File: src/rtl/pipeline_hazard_ctrl.sv
// Hazard/sequencing controller for the F -> DE -> MW pipeline: forwarding,
// load-use bubbles, branch flushes, data-memory freeze with timeout, stall counter.
module pipeline_hazard_ctrl #(
    parameter int unsigned MAX_WAIT = 16,
    parameter int unsigned CNT_W    = 32
) (
    input  logic             clk,
    input  logic             rst,
    input  logic [4:0]       rs1_E,
    input  logic [4:0]       rs2_E,
    input  logic             use_rs1_E,
    input  logic             use_rs2_E,
    input  logic             br_taken_E,
    input  logic [4:0]       waddr_MW,
    input  logic             reg_wr_MW,
    input  logic             is_load_MW,
    input  logic             mem_req_MW,
    input  logic             mem_ready,
    output logic             en_PC,
    output logic             en_FD,
    output logic             clr_FD,
    output logic             en_MW,
    output logic             clr_MW,
    output logic             fwd_a,
    output logic             fwd_b,
    output logic             mem_err,
    output logic [CNT_W-1:0] stall_cnt
);

    localparam int unsigned WAIT_W = $clog2(MAX_WAIT + 1);

    typedef enum logic [1:0] {
        RUN       = 2'd0,
        MEM_WAIT  = 2'd1,
        ERR_FLUSH = 2'd2
    } state_t;

    state_t            state, state_nxt;
    logic [WAIT_W-1:0] wait_cnt, wait_nxt;

    logic hit_a, hit_b, mem_busy, load_use;
    logic fwd_ok_a, fwd_ok_b;

    // x0 is hard-wired zero, so a write to it is never a dependency
    assign hit_a    = reg_wr_MW && (waddr_MW != 5'd0) && (waddr_MW == rs1_E) && use_rs1_E;
    assign hit_b    = reg_wr_MW && (waddr_MW != 5'd0) && (waddr_MW == rs2_E) && use_rs2_E;
    assign fwd_ok_a = hit_a && !is_load_MW;
    assign fwd_ok_b = hit_b && !is_load_MW;
    assign mem_busy = mem_req_MW && !mem_ready;
    assign load_use = is_load_MW && (hit_a || hit_b);

    always_ff @(posedge clk) begin
        if (rst) begin
            state     <= RUN;
            wait_cnt  <= '0;
            stall_cnt <= '0;
        end else begin
            state    <= state_nxt;
            wait_cnt <= wait_nxt;
            if (!en_PC && (stall_cnt != {CNT_W{1'b1}})) begin
                stall_cnt <= stall_cnt + CNT_W'(1);
            end
        end
    end

    always_comb begin
        state_nxt = state;
        wait_nxt  = wait_cnt;
        en_PC     = 1'b1;
        en_FD     = 1'b1;
        en_MW     = 1'b1;
        clr_FD    = 1'b0;
        clr_MW    = 1'b0;
        fwd_a     = 1'b0;
        fwd_b     = 1'b0;
        mem_err   = 1'b0;

        case (state)
            RUN: begin
                fwd_a = fwd_ok_a;
                fwd_b = fwd_ok_b;
                if (mem_busy) begin
                    en_PC     = 1'b0;
                    en_FD     = 1'b0;
                    en_MW     = 1'b0;
                    wait_nxt  = WAIT_W'(1);
                    state_nxt = MEM_WAIT;
                end else if (load_use) begin
                    // stale operands this cycle, so a taken branch is deferred
                    en_PC  = 1'b0;
                    en_FD  = 1'b0;
                    clr_MW = 1'b1;
                end else if (br_taken_E) begin
                    clr_FD = 1'b1;
                end
            end
            MEM_WAIT: begin
                if (mem_ready) begin
                    // access completes: issue decision happens in this same cycle
                    fwd_a     = fwd_ok_a;
                    fwd_b     = fwd_ok_b;
                    wait_nxt  = '0;
                    state_nxt = RUN;
                    if (load_use) begin
                        en_PC  = 1'b0;
                        en_FD  = 1'b0;
                        clr_MW = 1'b1;
                    end else if (br_taken_E) begin
                        clr_FD = 1'b1;
                    end
                end else begin
                    en_PC = 1'b0;
                    en_FD = 1'b0;
                    en_MW = 1'b0;
                    if (wait_cnt == WAIT_W'(MAX_WAIT)) begin
                        mem_err   = 1'b1;
                        wait_nxt  = '0;
                        state_nxt = ERR_FLUSH;
                    end else begin
                        wait_nxt = wait_cnt + WAIT_W'(1);
                    end
                end
            end
            ERR_FLUSH: begin
                clr_FD    = 1'b1;
                clr_MW    = 1'b1;
                state_nxt = RUN;
            end
            default: begin
                state_nxt = RUN;
                wait_nxt  = '0;
            end
        endcase

        if (rst) begin
            en_PC   = 1'b1;
            en_FD   = 1'b1;
            en_MW   = 1'b1;
            clr_FD  = 1'b0;
            clr_MW  = 1'b0;
            fwd_a   = 1'b0;
            fwd_b   = 1'b0;
            mem_err = 1'b0;
        end
    end

endmodule

File: config.mk
export PLATFORM = sky130hd
export DESIGN_NAME = pipeline_hazard_ctrl
export DESIGN_NICKNAME = d
export VERILOG_FILES = /design/src/rtl/pipeline_hazard_ctrl.sv
export SDC_FILE = /design/constraint.sdc
export NUM_CORES = 1
export LEC_CHECK = 0
export BUFFER_PORTS_ARGS = -buffer_cell sky130_fd_sc_hd__buf_2
export CAP_MARGIN = 20
export CORE_MARGIN = 3
export CORE_UTILIZATION = 56
export DETAILED_ROUTE_END_ITERATION = 10
export PLACE_DENSITY_LB_ADDON = 0.1
export SLEW_MARGIN = 10
export SYNTH_ARGS = -nofsm -noshare
export SYNTH_HDL_FRONTEND = slang
export SYNTH_SLANG_ARGS = --single-unit
File: constraint.sdc
create_clock -name clk -period 3.7 [get_ports clk]
set_clock_uncertainty 0.15 [all_clocks]
set_input_delay 0.74 -clock clk [delete_from_list [all_inputs] [get_ports clk]]
set_output_delay 0.74 -clock clk [all_outputs]
set_load 0.01 [all_outputs]
-- Yosys cells after proc, flatten, opt, wreduce, memory -nomap -nowiden
Index checks and enable logic that the tools add are counted.
- bits in read-only memories: 0
- bits in latches: 0
- memory bits (writable): 0
- word-level logic and storage cells: 70
- bits in registers: 39
- memories: 0
- shift operators: 0
- bitwise logic cells: 1
- eq/ne operators: 8
- order comparisons: 0
- multiply operators: 0
- $add $sub $neg: 2
- reductions and logical operators: 18
- multiplexer cells: 38
- div/mod/pow operators: 0
- operators with widths (cell ; count):
    $add A32 B1 Y32 const B ; 1
    $ne A32 B32 Y1 const B ; 1
    $mux W1 ; 24
    $mux W5 ; 3
    $pmux W5 S3 ; 1
    $eq A5 B5 Y1 ; 2
    $logic_and A1 B1 Y1 ; 10
    $pmux W1 S2 ; 4
    $mux W2 ; 3
    $pmux W1 S3 ; 2
    $add A5 B1 Y5 const B ; 1
    $eq A5 B5 Y1 const B ; 1
    $reduce_bool A5 Y1 ; 1
    $pmux W2 S2 ; 1
    $reduce_and A2 Y1 ; 2
    $logic_not A1 Y1 ; 3
    $ne A3 B3 Y1 const B ; 1
    $eq A2 B1 Y1 const B ; 1
    $eq A2 B2 Y1 const B ; 1
    $logic_not A2 Y1 ; 1
    $ne A2 B2 Y1 const B ; 1
    $logic_or A1 B1 Y1 ; 1
    $not A1 Y1 ; 1

-- Logic depth before layout (Yosys ltp)
- depth in word-level cells: 12
- gate-level depth with buffers: 9
- gate-level depth less buffers: 8

-- Worst setup path before layout
OpenSTA, ideal clock, no wires.
- path kind: input to output
- start point: in waddr_MW[4]
- end point: out clr_MW
- arrival time: 1871 ps
- setup slack: 939 ps
- stages on the path: 7
- required time: 2810 ps
- cell sequence: xor2_1 nor4_1 nand4_1 nand2_1 nand2_1 o21a_1 nor2_1
- longest elaborated chain between the ends: 10
- elaborated cells on any way between the ends: 15
- those cells by class: eq/ne (2); mux (5); reduce/logical (8)
- ends and longest elaborated chain (element ; RTL line ; RTL):
    start, declared ; 14 ; input logic [4:0] waddr_MW,
    $reduce_bool A5 Y1 ; 45, 46 ;
    $logic_and A1 B1 Y1 ; 45, 46 ;
    $logic_and A1 B1 Y1, on equally long branches (2 in series) ; 45, 46 ;
    $logic_or A1 B1 Y1 (*) ; 50 ; assign load_use = is_load_MW && (hit_a || hit_b);
    $logic_and A1 B1 Y1 (*) ; 50 ;
    $mux W1 (*) ; 88, 104 ;
    $mux W1, on equally long branches ; 98, 82 ;
    $pmux W1 S3 (*) ; 78 ; case (state)
    $mux W1 (*) ; 135 ; if (rst) begin
    end, declared ; 23 ; output logic clr_MW,
Every way passes the cells marked *; elsewhere a longest branch is shown, timed or not.

-- Worst setup path after layout
- start point: in waddr_MW[2]
- end point: out clr_MW
The elaborated chain is that of the path after synthesis.

==> results.sh <==
export IMPL_status="completed"
export IMPL_synth_edf_count=0
export IMPL_cp_end_kind="primary output"
export IMPL_nFillCells=303
export IMPL_dieHeight_um=69.5
export IMPL_r2r_slack_ns=1.13
export IMPL_fin_area_mm2=0.00268
export IMPL_layout_cells_non_filler=377
export IMPL_drive_gt1_frac=0.283
export IMPL_multi_input_area_mm2=0.00141
export IMPL_grt_pass1_wl_mm=8.58
export IMPL_p_per_area_mw_per_mm2=290
export IMPL_first_pass_iters=4
export IMPL_portBuffers=63
export IMPL_netlist_area_leader_share=0.346
export IMPL_synthFlopType="dfxtp_1"
export IMPL_antenna_found_initial=0
export IMPL_p_sw_frac=0.248
export IMPL_first_global_vias=1918
export IMPL_path_max_fanout=3
export IMPL_final_util=0.711
export IMPL_netlist_top_cells_area="dfxtp_1 (35%), xor2_1 (10%), nor2_1 (7.5%)"
export IMPL_crit_path_start_kind="input pin"
export IMPL_whs_endpoint="wait_cnt[4]"
export IMPL_postCtsHoldBufs=0
export IMPL_final_common_cell="buf_2"
export IMPL_maxCapViolCount=0
export IMPL_setup_viol_count_final=0
export IMPL_p_int_uw=585
export IMPL_netSwitchingPower_uw=193
export IMPL_dpl_cell_count=369
export IMPL_cts_buffers_inserted=5
export IMPL_dp_hpwl_mm=3.79
export IMPL_dpl_worst_slack_ns=0.649
export IMPL_use_met3=0.0522
export IMPL_clkSinkCount=39
export IMPL_syn_area_mm2=0.00226
export IMPL_synth_seq_area_share=0.346
export IMPL_place_congestion=0.821
export IMPL_max_freq_mhz=327
export IMPL_route_antenna_remaining_nets=0
export IMPL_synth_cells=266
export IMPL_tns_ns=0
export IMPL_reg2reg_from="stall_cnt[0]"
export IMPL_synth_top_area_cell="dfxtp_1"
export IMPL_ir_drop_uv=238
export IMPL_cp_required_ns=2.81
export IMPL_nets=355
export IMPL_final_cell_mix="buf_2 (63), nor2_1 (45), dfxtp_1 (39), xor2_1 (27), nand2_1 (21)"
export IMPL_p_clk_frac=0.355
export IMPL_ys_warn_count=0
export IMPL_setup_slack_ns=0.643
export IMPL_synth_cell_types=49
export IMPL_die_x_um=69.5
export IMPL_seqCellArea_um2=781
export IMPL_insertion_delay_ns=0.29
export IMPL_worstMarginPinSlew_ns=0.524
export IMPL_grt_max_degree=28
export IMPL_slew_headroom=0.646
export IMPL_antenna_cells=0
export IMPL_holdPathStages=2
export IMPL_synth_seq_cells=39
export IMPL_io_pins=64
export IMPL_start_util=0.599
export IMPL_clockBufferDepth=2
export IMPL_cts_setup_buffers=0
export IMPL_hold_path_class="flop to flop"
export IMPL_grtUsageMet2=0.340
export IMPL_clock_root_buffer="clkbuf_8"
export IMPL_maxSlewViolCount=0
export IMPL_avgRoutedWirePerCell_um=13.3
export IMPL_rr_endpoint="stall_cnt[28]"
export IMPL_r2r_cells=8
export IMPL_postSynthAreaPerCell_um2=8.49
export IMPL_hold_violations=0
export IMPL_place_area_mm2=0.00260
export IMPL_async_flop_share=0
export IMPL_top_usage_layer="met2"
export IMPL_core_mm2=0.00377
export IMPL_post_route_period_util=0.826
export IMPL_die_area_mm2=0.00483
export IMPL_h_tree_depth=2
export IMPL_hp_start="wait_cnt[4]"
export IMPL_met1_usage=0.291
export IMPL_period_needed_ns=3.06
export IMPL_area_growth_pct=18.7
export IMPL_vias=2087
export IMPL_drtIter0Drc=107
export IMPL_grt_ovfl_total=0
export IMPL_cts_tree="yes"
export IMPL_via_per_inst=5.54
export IMPL_combPwrFrac=0.099
export IMPL_syn_nets=293
export IMPL_power_leakage_uw=0.00116
export IMPL_drc=0
export IMPL_p_seq_frac=0.546
export IMPL_track_usage=0.214
export IMPL_crit_arrival_ns=2.17
export IMPL_cts_repair_resized=0
export IMPL_path_clk_slew_ns=0.07
export IMPL_rows=22
export IMPL_rsz0062_at_grt="no"
export IMPL_crit_type="input pin to primary output"
export IMPL_routed_wl_mm=5.03
per-stage QoR:
step / power [uW] / hold WS (ns)
after global routing: 814 / 0.409
after floorplan: 483 / 0.321
after global placement: 511 / 0.343
after CTS: 784 / 0.375
final: 778 / 0.372
after detailed placement: 511 / 0.356
logic make-up (layout without fill, tap and decap cells):
family          Yosys count  in the layout  synth area share
simple gates            150            150             0.395
xor+xnor                 39             39             0.151
flops                    39             39             0.346
compound gates           21             21            0.0615
buf+inv                  14             77            0.0299
fa+ha+maj                 3              3            0.0166
per-layer routing:
layer  part of all wire  vias to the layer above
met3              0.039                        8
met1               0.48                      976
met2               0.47                       56
met4              0.011                        0
li1                   -                     1047
met5                  0                        -
state kept, by name, indices dropped and copies added, names as in the netlist:
name	count
wait_cnt	5
stall_cnt	32
state	2
worst max path at each step:
stage          endpoint   startpoint
2_1_floorplan    clr_MW  waddr_MW[4]
3_3_place_gp     clr_MW  waddr_MW[2]
3_5_place_dp     clr_MW  waddr_MW[2]
4_1_cts          clr_MW  waddr_MW[2]
5_1_grt          clr_MW  waddr_MW[4]
6_report         clr_MW  waddr_MW[2]
cell type report:
type / count / share of cell area
well taps: 48 / 0.0224
clock buffers: 6 / 0.0271
multi-input cells: 213 / 0.526
inverters: 4 / 0.00560
flip-flops and latches: 39 / 0.291
repair buffers: 65 / 0.123
clock inverters: 2 / 0.00467
critical path, stage by stage:
cell     delay [ns]
buf_2          0.12
xor2_1         0.15
nor4_1         0.30
nand4_1        0.24
nand2_1        0.15
nand2_1        0.10
o21a_1         0.17
nor2_1         0.07
buf_2          0.13
power by group through the flow:
stage / clock network, uW / registers [uW] / logic, uW
6_report: 276 / 425 / 76.8
5_1_grt: 303 / 426 / 85.1
4_1_cts: 282 / 425 / 76.8
3_5_place_dp: 0 / 435 / 76.6
3_3_place_gp: 0 / 435 / 75.6
2_1_floorplan: 0 / 434 / 49.3
synthesized netlist by cell type (2+ instances only):
master	number
nor3_1	2
or2_2	2
inv_1	4
nand2b_1	2
nor2b_1	3
nand2_1	21
clkbuf_1	7
ha_1	3
xor2_1	27
dfxtp_1	39
o31ai_1	2
nor4_1	4
nand4_2	3
nor2_1	45
o21ai_1	3
or3_1	3
nor3b_2	5
nand3_1	11
a21oi_1	7
xnor2_1	12
and2_1	2
nand3b_1	2
and3_1	10
nand4_1	19
nor4bb_1	2
nor2_2	2
or4_1	2
Power figures use the tool's default switching activity.
